File: config.mk
export PLATFORM = sky130hd
export DESIGN_NAME = fht_input_loader_flat
export DESIGN_NICKNAME = d
export VERILOG_FILES = /design/src/rtl/fht_input_loader_if.sv /design/src/rtl/fht_input_loader.sv /design/src/flat_wrapper.sv
export SDC_FILE = /design/constraint.sdc
export NUM_CORES = 1
export LEC_CHECK = 0
export CAP_MARGIN = 20
export CORE_AREA = 2 2 64 66
export CTS_BUF_LIST = sky130_fd_sc_hd__clkbuf_4 sky130_fd_sc_hd__clkbuf_8
export DETAILED_ROUTE_END_ITERATION = 6
export DIE_AREA = 0 0 66 68
export PLACE_DENSITY = 0.93
export SLEW_MARGIN = 10
export SYNTH_ARGS = -nofsm -noshare
export SYNTH_HDL_FRONTEND = slang
export SYNTH_SLANG_ARGS = --single-unit
export TNS_END_PERCENT = 5
File: constraint.sdc
create_clock -name iCLK -period 2 [get_ports iCLK]
set_input_delay 0.5 -clock iCLK [delete_from_list [all_inputs] [get_ports iCLK]]
set_output_delay 0.5 -clock iCLK [all_outputs]
set_load 0.02 [all_outputs]
File: src/rtl/fht_input_loader_if.sv
// Sample-stream and FHT bank-write bundle between the loader, its sample
// source and the fht_control RAM banks / handshake.
interface fht_input_loader_if #(
  parameter int A_BIT = 8,
  parameter int D_BIT = 16
);
  logic             iVALID;
  logic [D_BIT-1:0] iDATA;
  logic             oREADY;
  logic [A_BIT-1:0] oADDR;
  logic [D_BIT-1:0] oDATA;
  logic [3:0]       oWE;
  logic             oSTART;
  logic             iFHT_RDY;
  logic             oBUSY;
  logic [A_BIT+1:0] oCNT;

  // loader side
  modport slave (
    input  iVALID, iDATA, iFHT_RDY,
    output oREADY, oADDR, oDATA, oWE, oSTART, oBUSY, oCNT
  );

  // source / environment side
  modport master (
    output iVALID, iDATA, iFHT_RDY,
    input  oREADY, oADDR, oDATA, oWE, oSTART, oBUSY, oCNT
  );
endinterface

File: src/rtl/fht_input_loader.sv
// FHT input loader: takes N = 4*2^A_BIT serial samples, scatters them into
// the four FHT banks at bit-reversed positions, pulses start to fht_control
// and then blocks input until fht_control goes busy and back to idle.
module fht_input_loader #(
  parameter int A_BIT = 8,
  parameter int D_BIT = 16
) (
  input  logic                iCLK,
  input  logic                iRESET,
  fht_input_loader_if.slave   bus
);

  localparam int CW = A_BIT + 2;

  typedef enum logic [1:0] {
    LOAD    = 2'd0,
    START   = 2'd1,
    WAIT_LO = 2'd2,
    WAIT_HI = 2'd3
  } state_t;

  // one registered bank write
  typedef struct packed {
    logic [3:0]       we;
    logic [A_BIT-1:0] addr;
    logic [D_BIT-1:0] data;
  } wr_t;

  state_t          state_q, state_d;
  logic [CW-1:0]   cnt_q, cnt_d;
  logic            rdy_q, rdy_d;
  logic            start_q, start_d;
  logic            busy_q, busy_d;
  wr_t             wr_q, wr_d;

  logic            accept;
  logic [CW-1:0]   rev;
  logic [1:0]      bank;

  // ready is a flop so it stays low through reset and rises one edge later
  assign accept = bus.iVALID & rdy_q & (state_q == LOAD);

  // bit-reverse the current index; top two bits pick the bank
  always_comb begin
    rev = '0;
    for (int k = 0; k < CW; k++) rev[k] = cnt_q[CW-1-k];
  end

  assign bank = rev[CW-1 -: 2];

  // next state and sample counter
  always_comb begin
    state_d = state_q;
    cnt_d   = cnt_q;
    case (state_q)
      LOAD: begin
        if (accept) begin
          cnt_d = cnt_q + CW'(1);   // last sample wraps to 0 naturally
          if (cnt_q == {CW{1'b1}}) state_d = START;
        end
      end
      START:   state_d = WAIT_LO;
      WAIT_LO: if (!bus.iFHT_RDY) state_d = WAIT_HI;
      WAIT_HI: begin
        if (bus.iFHT_RDY) begin
          state_d = LOAD;
          cnt_d   = '0;
        end
      end
      default: begin
        state_d = LOAD;
        cnt_d   = '0;
      end
    endcase
  end

  // status flags registered from the next state so they line up with it
  always_comb begin
    rdy_d   = (state_d == LOAD);
    start_d = (state_d == START);
    busy_d  = (state_d == WAIT_LO) || (state_d == WAIT_HI);
  end

  // write port: one-cycle enable per accepted sample, address/data hold
  always_comb begin
    wr_d    = wr_q;
    wr_d.we = '0;
    if (accept) begin
      wr_d.we   = 4'b0001 << bank;
      wr_d.addr = rev[A_BIT-1:0];
      wr_d.data = bus.iDATA;
    end
  end

  // state register
  always_ff @(posedge iCLK or posedge iRESET) begin
    if (iRESET) begin
      state_q <= LOAD;
      cnt_q   <= '0;
      rdy_q   <= 1'b0;
      start_q <= 1'b0;
      busy_q  <= 1'b0;
      wr_q    <= '0;
    end else begin
      state_q <= state_d;
      cnt_q   <= cnt_d;
      rdy_q   <= rdy_d;
      start_q <= start_d;
      busy_q  <= busy_d;
      wr_q    <= wr_d;
    end
  end

  assign bus.oREADY = rdy_q;
  assign bus.oSTART = start_q;
  assign bus.oBUSY  = busy_q;
  assign bus.oWE    = wr_q.we;
  assign bus.oADDR  = wr_q.addr;
  assign bus.oDATA  = wr_q.data;
  assign bus.oCNT   = cnt_q;

endmodule

File: src/flat_wrapper.sv
// flat-port wrapper written by rule: the top's interface ports become plain ports
module fht_input_loader_flat 
#(
  parameter int A_BIT = 8,
  parameter int D_BIT = 16
)
  (iCLK, iRESET, bus_iVALID, bus_iDATA, bus_iFHT_RDY, bus_oREADY, bus_oADDR, bus_oDATA, bus_oWE, bus_oSTART, bus_oBUSY, bus_oCNT);
  fht_input_loader_if #(.A_BIT(A_BIT), .D_BIT(D_BIT)) bus_i ();
  input  logic iCLK;
  input  logic iRESET;
  input wire logic [$bits(bus_i.iVALID)-1:0] bus_iVALID;
  input wire logic [$bits(bus_i.iDATA)-1:0] bus_iDATA;
  input wire logic [$bits(bus_i.iFHT_RDY)-1:0] bus_iFHT_RDY;
  output wire logic [$bits(bus_i.oREADY)-1:0] bus_oREADY;
  output wire logic [$bits(bus_i.oADDR)-1:0] bus_oADDR;
  output wire logic [$bits(bus_i.oDATA)-1:0] bus_oDATA;
  output wire logic [$bits(bus_i.oWE)-1:0] bus_oWE;
  output wire logic [$bits(bus_i.oSTART)-1:0] bus_oSTART;
  output wire logic [$bits(bus_i.oBUSY)-1:0] bus_oBUSY;
  output wire logic [$bits(bus_i.oCNT)-1:0] bus_oCNT;
  assign bus_i.iVALID = bus_iVALID;
  assign bus_i.iDATA = bus_iDATA;
  assign bus_i.iFHT_RDY = bus_iFHT_RDY;
  assign bus_oREADY = bus_i.oREADY;
  assign bus_oADDR = bus_i.oADDR;
  assign bus_oDATA = bus_i.oDATA;
  assign bus_oWE = bus_i.oWE;
  assign bus_oSTART = bus_i.oSTART;
  assign bus_oBUSY = bus_i.oBUSY;
  assign bus_oCNT = bus_i.oCNT;
  fht_input_loader #(.A_BIT(A_BIT), .D_BIT(D_BIT)) u_core (.iCLK(iCLK), .iRESET(iRESET), .bus(bus_i));
endmodule
== Word level (Yosys, flattened, before mapping) ==
Index checks and enable logic that the tools add are counted.

* Input bits: 20
* Flip-flop bits (word level): 43
* Output and inout port bits: 41

* Reductions and logical operators: 5
* Equal/unequal tests: 9
* Bitwise gates (word level): 2
* Muxes and demuxes: 9
* Shifts and indexed selects: 1
* Add/subtract/negate cells: 1

{| class="wikitable"
|+ Operator list
! operator !! number
|-
| $mux 28 || 1
|-
| $mux 10 || 2
|-
| $pmux 10 s2 || 1
|-
| $add 10x1->10 const B || 1
|-
| $eq 10x10->1 const B || 1
|-
| $eq 2x2->1 const B || 4
|-
| $mux 2 || 4
|-
| $pmux 2 s4 || 1
|-
| $eq 2x1->1 const B || 2
|-
| $logic_not 2->1 || 2
|-
| $shl 1x2->4 const A || 1
|-
| $reduce_and 3->1 || 1
|-
| $and 1x1->1 || 2
|-
| $ne 2x1->1 const B || 1
|-
| $ne 2x2->1 const B || 1
|-
| $reduce_bool 2->1 || 1
|-
| $logic_or 1x1->1 || 1
|}

== Depth between registers and ports, before layout ==
* Depth after elaboration: 6
* Depth in mapped cells: 5

== Worst setup path after synthesis ==
OpenSTA, ideal clock, no wires.

* Path type: flip-flop to flip-flop
* Start: reg u_core.cnt_q[0], in the netlist u_core.bus.oCNT[0]
* End: reg u_core.cnt_q[6], in the netlist u_core.bus.oCNT[6]
* Cell stages (with the launch flop): 5
* Arrival time: 1.485 ns
* Path slack: 0.438 ns
* Setup time: 0.078 ns
* Data required time: 1.922 ns
* Buffers on the path: 0
* Period minus slack after synthesis: 1.562 ns
* Cell sequence: dfrtp_1 -> ha_1 -> inv_2 -> or4_1 -> a21oi_1

* Longest elaborated chain between the ends: 3

{| class="wikitable"
|+ Ends and longest elaborated chain
! element !! RTL line !! source
|-
| start, declared || fht_input_loader.sv:30 || <nowiki>logic [CW-1:0] cnt_q, cnt_d;</nowiki>
|-
| start signal, assigned || fht_input_loader.sv:106 || <nowiki>cnt_q <= cnt_d;</nowiki>
|-
| $add 10x1->10 || fht_input_loader.sv:58 || <nowiki>cnt_d = cnt_q + CW'(1);</nowiki>
|-
| $mux 10 || fht_input_loader.sv:57 || <nowiki>if (accept) begin</nowiki>
|-
| $pmux 10 s2 || fht_input_loader.sv:55 || <nowiki>case (state_q)</nowiki>
|}

No other way between the ends. The select of a mux whose other input is x is not followed.
A chain may end at the register's enable or synchronous reset.

== Final worst setup path ==
* Start: reg u_core.cnt_q[3], in the netlist u_core.bus.oCNT[3]
* End: out bus_oCNT[3]

{| class="wikitable"
|+ RTL lines
! element !! RTL line !! source
|-
| end, declared || flat_wrapper.sv:20 || <nowiki>output wire logic [$bits(bus_i.oCNT)-1:0] bus_oCNT;</nowiki>
|}

No word-level cell between the ends.

==> impl_metrics.toml <==
[logic_synthesis]
synth_area_um2 = 1810
yosys.area_share.simple_pct = 26.6
synth_cells = 180
muxShareOfSynthArea_pct = 1.66
synth_compound_gate_area_share_pct = 5.60
synthTopCellsByArea = "dfrtp_1 (59%), nand2_1 (16%), ha_1 (2.8%)"
ys_seq_elements = 43
synth_top_area_share_pct = 59.5
synth_nets = 204
synth_top_family_by_area = "simple AND/OR/NAND/NOR gates"
synth_top_area_cell = "dfrtp_1"
ys_warn_count = 0
yosysSeqAreaShare_pct = 59.5
synth_xor_xnor_area_share_pct = 0
synth_cell_type_count = 28
synth_area_per_cell_um2 = 10.1
synthAdderAreaFrac_pct = 2.77

[timing]
slew_headroom_pct = 71.7
max_freq_mhz = 524
period_minus_slack_ns = 1.91
setup_viol = 0
final_hold_viol_count = 0
final.setup.tns_ns = 0
skew_ns = 0.00224
worst_slew_pin_slew_ns = 0.424
final.period_utilization_pct = 95.4
grt_setup_unrepaired = "no"
final_max_slew_viol_count = 0

[route]
drc = 0
initialDrtViolationCount = 82
ant_nets = 0
first_pass_iters = 5
wire_per_inst_um = 13.4
wirelength_um = 4020
post_drt_via_cell_ratio = 5.00
vias = 1494

[global_routing]
antenna_found_initial = 0
grt-ovfl-total = 0
grt_pass1_vias = 1489
grt_max_degree = 44
grt_usage_pct = 19.8
grt_pass1_wl_um = 6590

[placement]
gp_congestion = 0.758
dpl.hpwl_um = 2970
placed_area_um2 = 2500
portBuffers = 60

[worst_setup_path]
crit_required_ns = 1.50
crit_chain = "clkdlybuf4s50_1"
max_stage_delay_ns = 0.65
crit_buf_inv = 1
crit_start = "u_core.bus.oCNT[3]"
cp-start-kind = "flop"
crit_path_end_kind = "primary output"
crit_path_max_fanout = 7
r2r_start = "u_core.bus.oCNT[1]"
crit_slowest_cell = "clkdlybuf4s50_1"
crit_type = "flop to primary output"
critPathArrivalTime_ns = 1.41
crit_family = "buffers and inverters"

[cts]
htree_levels = 2
cts_max_path_buffers = 2
postCtsHoldBufs = 0
cts_buffers = 5
clock-sinks = 43
root_buffer = "clkbuf_8"
clkLatencyLatePin_ns = 0.29
cts_tree = "yes"
cts.clk_slew.worst_paths_ns = 0.07

[floorplan]
dieArea_um2 = 4490
core-area_um2 = 3860
die_height_um = 68
num_io_pins = 61
rows = 23
die_w_um = 66
initial_core_util_pct = 46.9

[cells_and_area]
fillers = 325
postLayoutCoreUtil_pct = 67.6
stdcell_area_um2 = 2610
area_delta_synth_final_pct = 44.0
nets = 272
mostFrequentLayoutCell = "nand2_1"
diodes = 0
most-common-layout-cells = "nand2_1 (78), clkdlybuf4s50_1 (60), dfrtp_1 (42)"
drive_gt1_share_pct = 8.84

[run_status]
status = "complete, no violations"

[pwr]
power_w = 0.00239
ir_worst_vdd_mv = 0.561
p_leak_nw = 1.25
p_per_area_nw_per_um2 = 916

[flow_run]
maxCapViolCount = 0

[hold_path]
worst_hold_path_type = "flop to flop"
hp-start = "u_core.bus.oDATA[15]"
layer usage:
| layer | vias up | part of all wire [%] | track usage (%) |
|---|---|---|---|
| met5 | - | 0 | 0 |
| met4 | 0 | 2.8 | 11.0 |
| met3 | 15 | 5.8 | 4.11 |
| met2 | 55 | 51 | 34.0 |
| met1 | 700 | 40 | 23.5 |
| li1 | 724 | - | - |
timing repair:
action,CTS,global route
resized for setup,0,1
setup buffers,0,0
setup endpoints to repair,0,1
endpoints found under the hold margin,0,0
state kept, by name, indices dropped and copies added (netlist names):
| register | count |
|---|---|
| u_core.bus.oWE | 4 |
| u_core.state_q | 2 |
| u_core.bus.oADDR | 8 |
| u_core.bus.oCNT | 10 |
| u_core.bus.oREADY | 1 |
| u_core.bus.oBUSY | 1 |
| u_core.bus.oSTART | 1 |
| u_core.bus.oDATA | 16 |
stage by stage:
| step | worst slack [ns] | cells | hold WS [ns] |
|---|---|---|---|
| 3_5_place_dp | -0.0529 | 291 | 0.462 |
| 5_1_grt | 0.0104 | 299 | 0.505 |
| 3_3_place_gp | 0.0202 | 291 | 0.456 |
| 2_1_floorplan | 0.438 | 180 | 0.521 |
| 6_report | 0.0915 | 299 | 0.474 |
| 4_1_cts | 0.0248 | 299 | 0.481 |
power breakdown:
group / switching, W / internal, W
clock: 0.000273 / 0.000328
sequential: 0.000126 / 0.000988
combinational: 0.000348 / 0.000323
total: 0.000747 / 0.00164
cell type report:
class / instances / area, um^2 / share of cell area, %
well taps: 50 / 62.6 / 2.40
repair buffers: 68 / 673 / 25.8
flip-flops and latches: 43 / 1080 / 41.4
multi-input cells: 123 / 662 / 25.4
inverters: 7 / 26.3 / 1.01
clock buffers: 8 / 104 / 3.99
logic make-up (layout without fill, tap and decap cells):
kind of cell	after synthesis	in the layout
AND/OR/NAND/NOR	101	101
buffers and inverters	14	83
multiplexers	3	3
AO/OA/AOI/OAI	15	15
adder cells (fa/ha/maj)	4	4
flip-flops	43	43
final timing paths:
path / endpoint / slack, ns / cells after the start
setup / recovery: bus_oCNT[3] / 0.09 / 1
hold / removal: u_core.bus.oDATA[15] / 0.47 / 2
setup reg to reg: u_core.bus.oCNT[6] / 0.39 / 4
hold reg to reg: u_core.bus.oDATA[15] / 0.47 / 2
max in group asynchronous: u_core.bus.oCNT[0] / 1.25 / 3
min in group asynchronous: u_core.bus.oDATA[14] / 0.53 / 3
cells in the mapped netlist, drive strengths merged:
| master | instances |
|---|---|
| o21a | 2 |
| nand3 | 7 |
| nand4 | 2 |
| nand4bb | 1 |
| a21oi | 3 |
| o21ai | 3 |
| nor3 | 1 |
| dfrtp | 43 |
| nor4 | 2 |
| inv | 7 |
| a21o | 1 |
| buf | 5 |
| nand2b | 1 |
| or4 | 3 |
| and2 | 3 |
| and4bb | 1 |
| nand2 | 78 |
| o311ai | 2 |
| mux2i | 3 |
| clkbuf | 2 |
| nor2 | 2 |
| ha | 4 |
| o31ai | 3 |
| o41ai | 1 |
(Power assumes the default switching activity.)
==> variant (same settings) <==
Encoding of `state_t`: now one-hot (4 bits for 4 states).
--- a/src/rtl/fht_input_loader.sv
+++ b/src/rtl/fht_input_loader.sv
@@ -12,11 +12,11 @@
 
   localparam int CW = A_BIT + 2;
 
-  typedef enum logic [1:0] {
-    LOAD    = 2'd0,
-    START   = 2'd1,
-    WAIT_LO = 2'd2,
-    WAIT_HI = 2'd3
+  typedef enum logic [3:0] {
+    LOAD    = 4'b0001,
+    START   = 4'b0010,
+    WAIT_LO = 4'b0100,
+    WAIT_HI = 4'b1000
   } state_t;
 
   // one registered bank write
Function: no difference found for any inputs over 10 cycles, from zero or initial values and one cycle with iRESET high; not proved beyond that.
==> variant against the unedited design <==
  * Maximum frequency fell by 1.8%
  * Wire length rose by 20%
  * Sequential cell count rose by 2
  * Synthesized cell count rose by 18%
  * Power rose by 3.2%
  * Synthesized area rose by 14%
  * Final area rose by 11%
  * Count of clock-buffer cells in the layout fell by 1
  * Setup slack got worse by 0.035 ns
  * Critical path type unchanged
  * Highest routed layer unchanged
==> variant: results (changes against the unedited design) <==
| Metric | Value |
|---|---|
| Post-Place Cells | 323 (+11%) |
| Synth Area in Compound Gates | 0.107 (+0.0513) |
| Seq/Total Area, Yosys | 0.546 (-0.0487) |
| DR iter-0 viols | 124 (+51%) |
| CTS Buf Count | 5 (unchanged) |
| Post CTS Setup Buffer Count | 0 (unchanged) |
| Crit-path max cell delay | 0.66 ns |
| Commonest cells in the netlist | 77 x nand2_1, 44 x dfrtp_1, 8 x o31ai_1 |
| Synth unique cells | 43 (+54%) |
| Synth Warn # | 0 (unchanged) |
| Synth Area in Adders | 0.0242 (-0.00342) |
| Flop-to-flop setup slack | 0.09 ns (-0.30 ns) |
| Drt wl/cell | 14.5 µm (+8.2%) |
| Layout Nets | 304 (+12%) |
| Port bufs | 60 (unchanged) |
| Pre-CTS WS | -0.267 ns (-0.214 ns) |
| Iteration count of the initial detailed-routing pass | 4 (-1) |
| Measured slew at the worst slew-check pin | 0.430 ns (+0.00607 ns) |
| Initial antenna violation count | 0 (unchanged) |
| Synth Area in XOR/XNOR | 0.00424 (+0.00424) |
| Maximum vdd drop | 0.000625 V (+11%) |
| R2R Path Start | u_core.state_q[2] |
| Switching part of the total | 0.314 (+0.000874) |
| Vias in the first global route | 1598 (+7.3%) |
| Non-filler cells, final | 331 (+11%) |
| Resize count post-CTS | 0 (unchanged) |
| Hpwl dp | 3.46 mm (+16%) |
| Worst setup path startpoint | u_core.bus.oCNT[1] |
| Hold_ws | 0.458 ns (-0.0163 ns) |
| Largest net degree at the start of global routing | 30 (-32%) |
| Mapped Nets | 236 (+16%) |
| Worst reg2reg path endpoint | u_core.bus.oCNT[2] |
| Internal Power | 1.69 mW (+3.1%) |
| Fillers | 262 (-19%) |
| Clock transition at path regs | 0.08 ns |
| Fin Clk Skew | 0.00782 ns (+0.00558 ns) |
| Post-synthesis mux area share | 0.00485 (-0.0117) |
| Mapped Cells | 212 (+18%) |
| Vias per cell | 5.37 (+7.4%) |
| Worst R2R Path Depth | 5 (+1) |
| Routability cong. | 0.873 (+15%) |
| Hold Path Class | primary input to async pin |
| CP endpoint | bus_oCNT[1] |
| Synth top area cells | dfrtp_1 53%, nand2_1 14%, o31ai_1 2.9% |
| Synth async-reset ratio | 1.00 (unchanged) |
| CP Max Fanout | 7 (unchanged) |
| Combinational group power | 0.728 mW (+8.5%) |
| Share of layout cells above drive strength 1 | 0.132 (+0.0433) |
| First-pass GRT wire length | 7.24 mm (+9.8%) |
| Max reg flops | 16 (unchanged) |
| Worst path arrival time | 1.44 ns (+0.03 ns) |
| Total track usage | 0.217 (+0.0188) |
| Leakage | 1.33 nW (+6.5%) |
| Max frequency | 515 MHz (-1.8%) |
| Status | finished, final reports clean |
==> variant: cell count changes after synthesis, sizes merged, moves of 2 or more <==
cell    delta
o31ai      +5
nor4b      +2
buf        +4
o311ai     -2
nor4       +2
nor2       +2
a21oi      +3
o21ai      +2
mux2i      -2
o22ai      +2
or4        +3
==> variant: final cells by class <==
cell class              instances  area, µm²  share of cell area
well taps                      50       62.6              0.0217
repair buffers                 73        711               0.246
multi-input cells             148        860               0.298
inverters                       7       26.3             0.00910
flip-flops and latches         45       1130               0.390
clock inverters                 1       5.00             0.00173
clock buffers                   7       96.3              0.0334
==> variant: per-layer routing <==
| layer | GRT usage | share of wire |
|---|---|---|
| met1 | 0.275 | 0.42 |
| met2 | 0.374 | 0.51 |
| met3 | 0.0329 | 0.053 |
| met4 | 0.0918 | 0.013 |
| met5 | 0 | 0 |
==> variant: stage by stage <==
step	cell area (µm²)	util
after global placement	2770	0.717
after global routing	2890	0.749
after detailed placement	2770	0.717
after floorplan	2060	-
final	2890	0.749
after CTS	2870	0.744
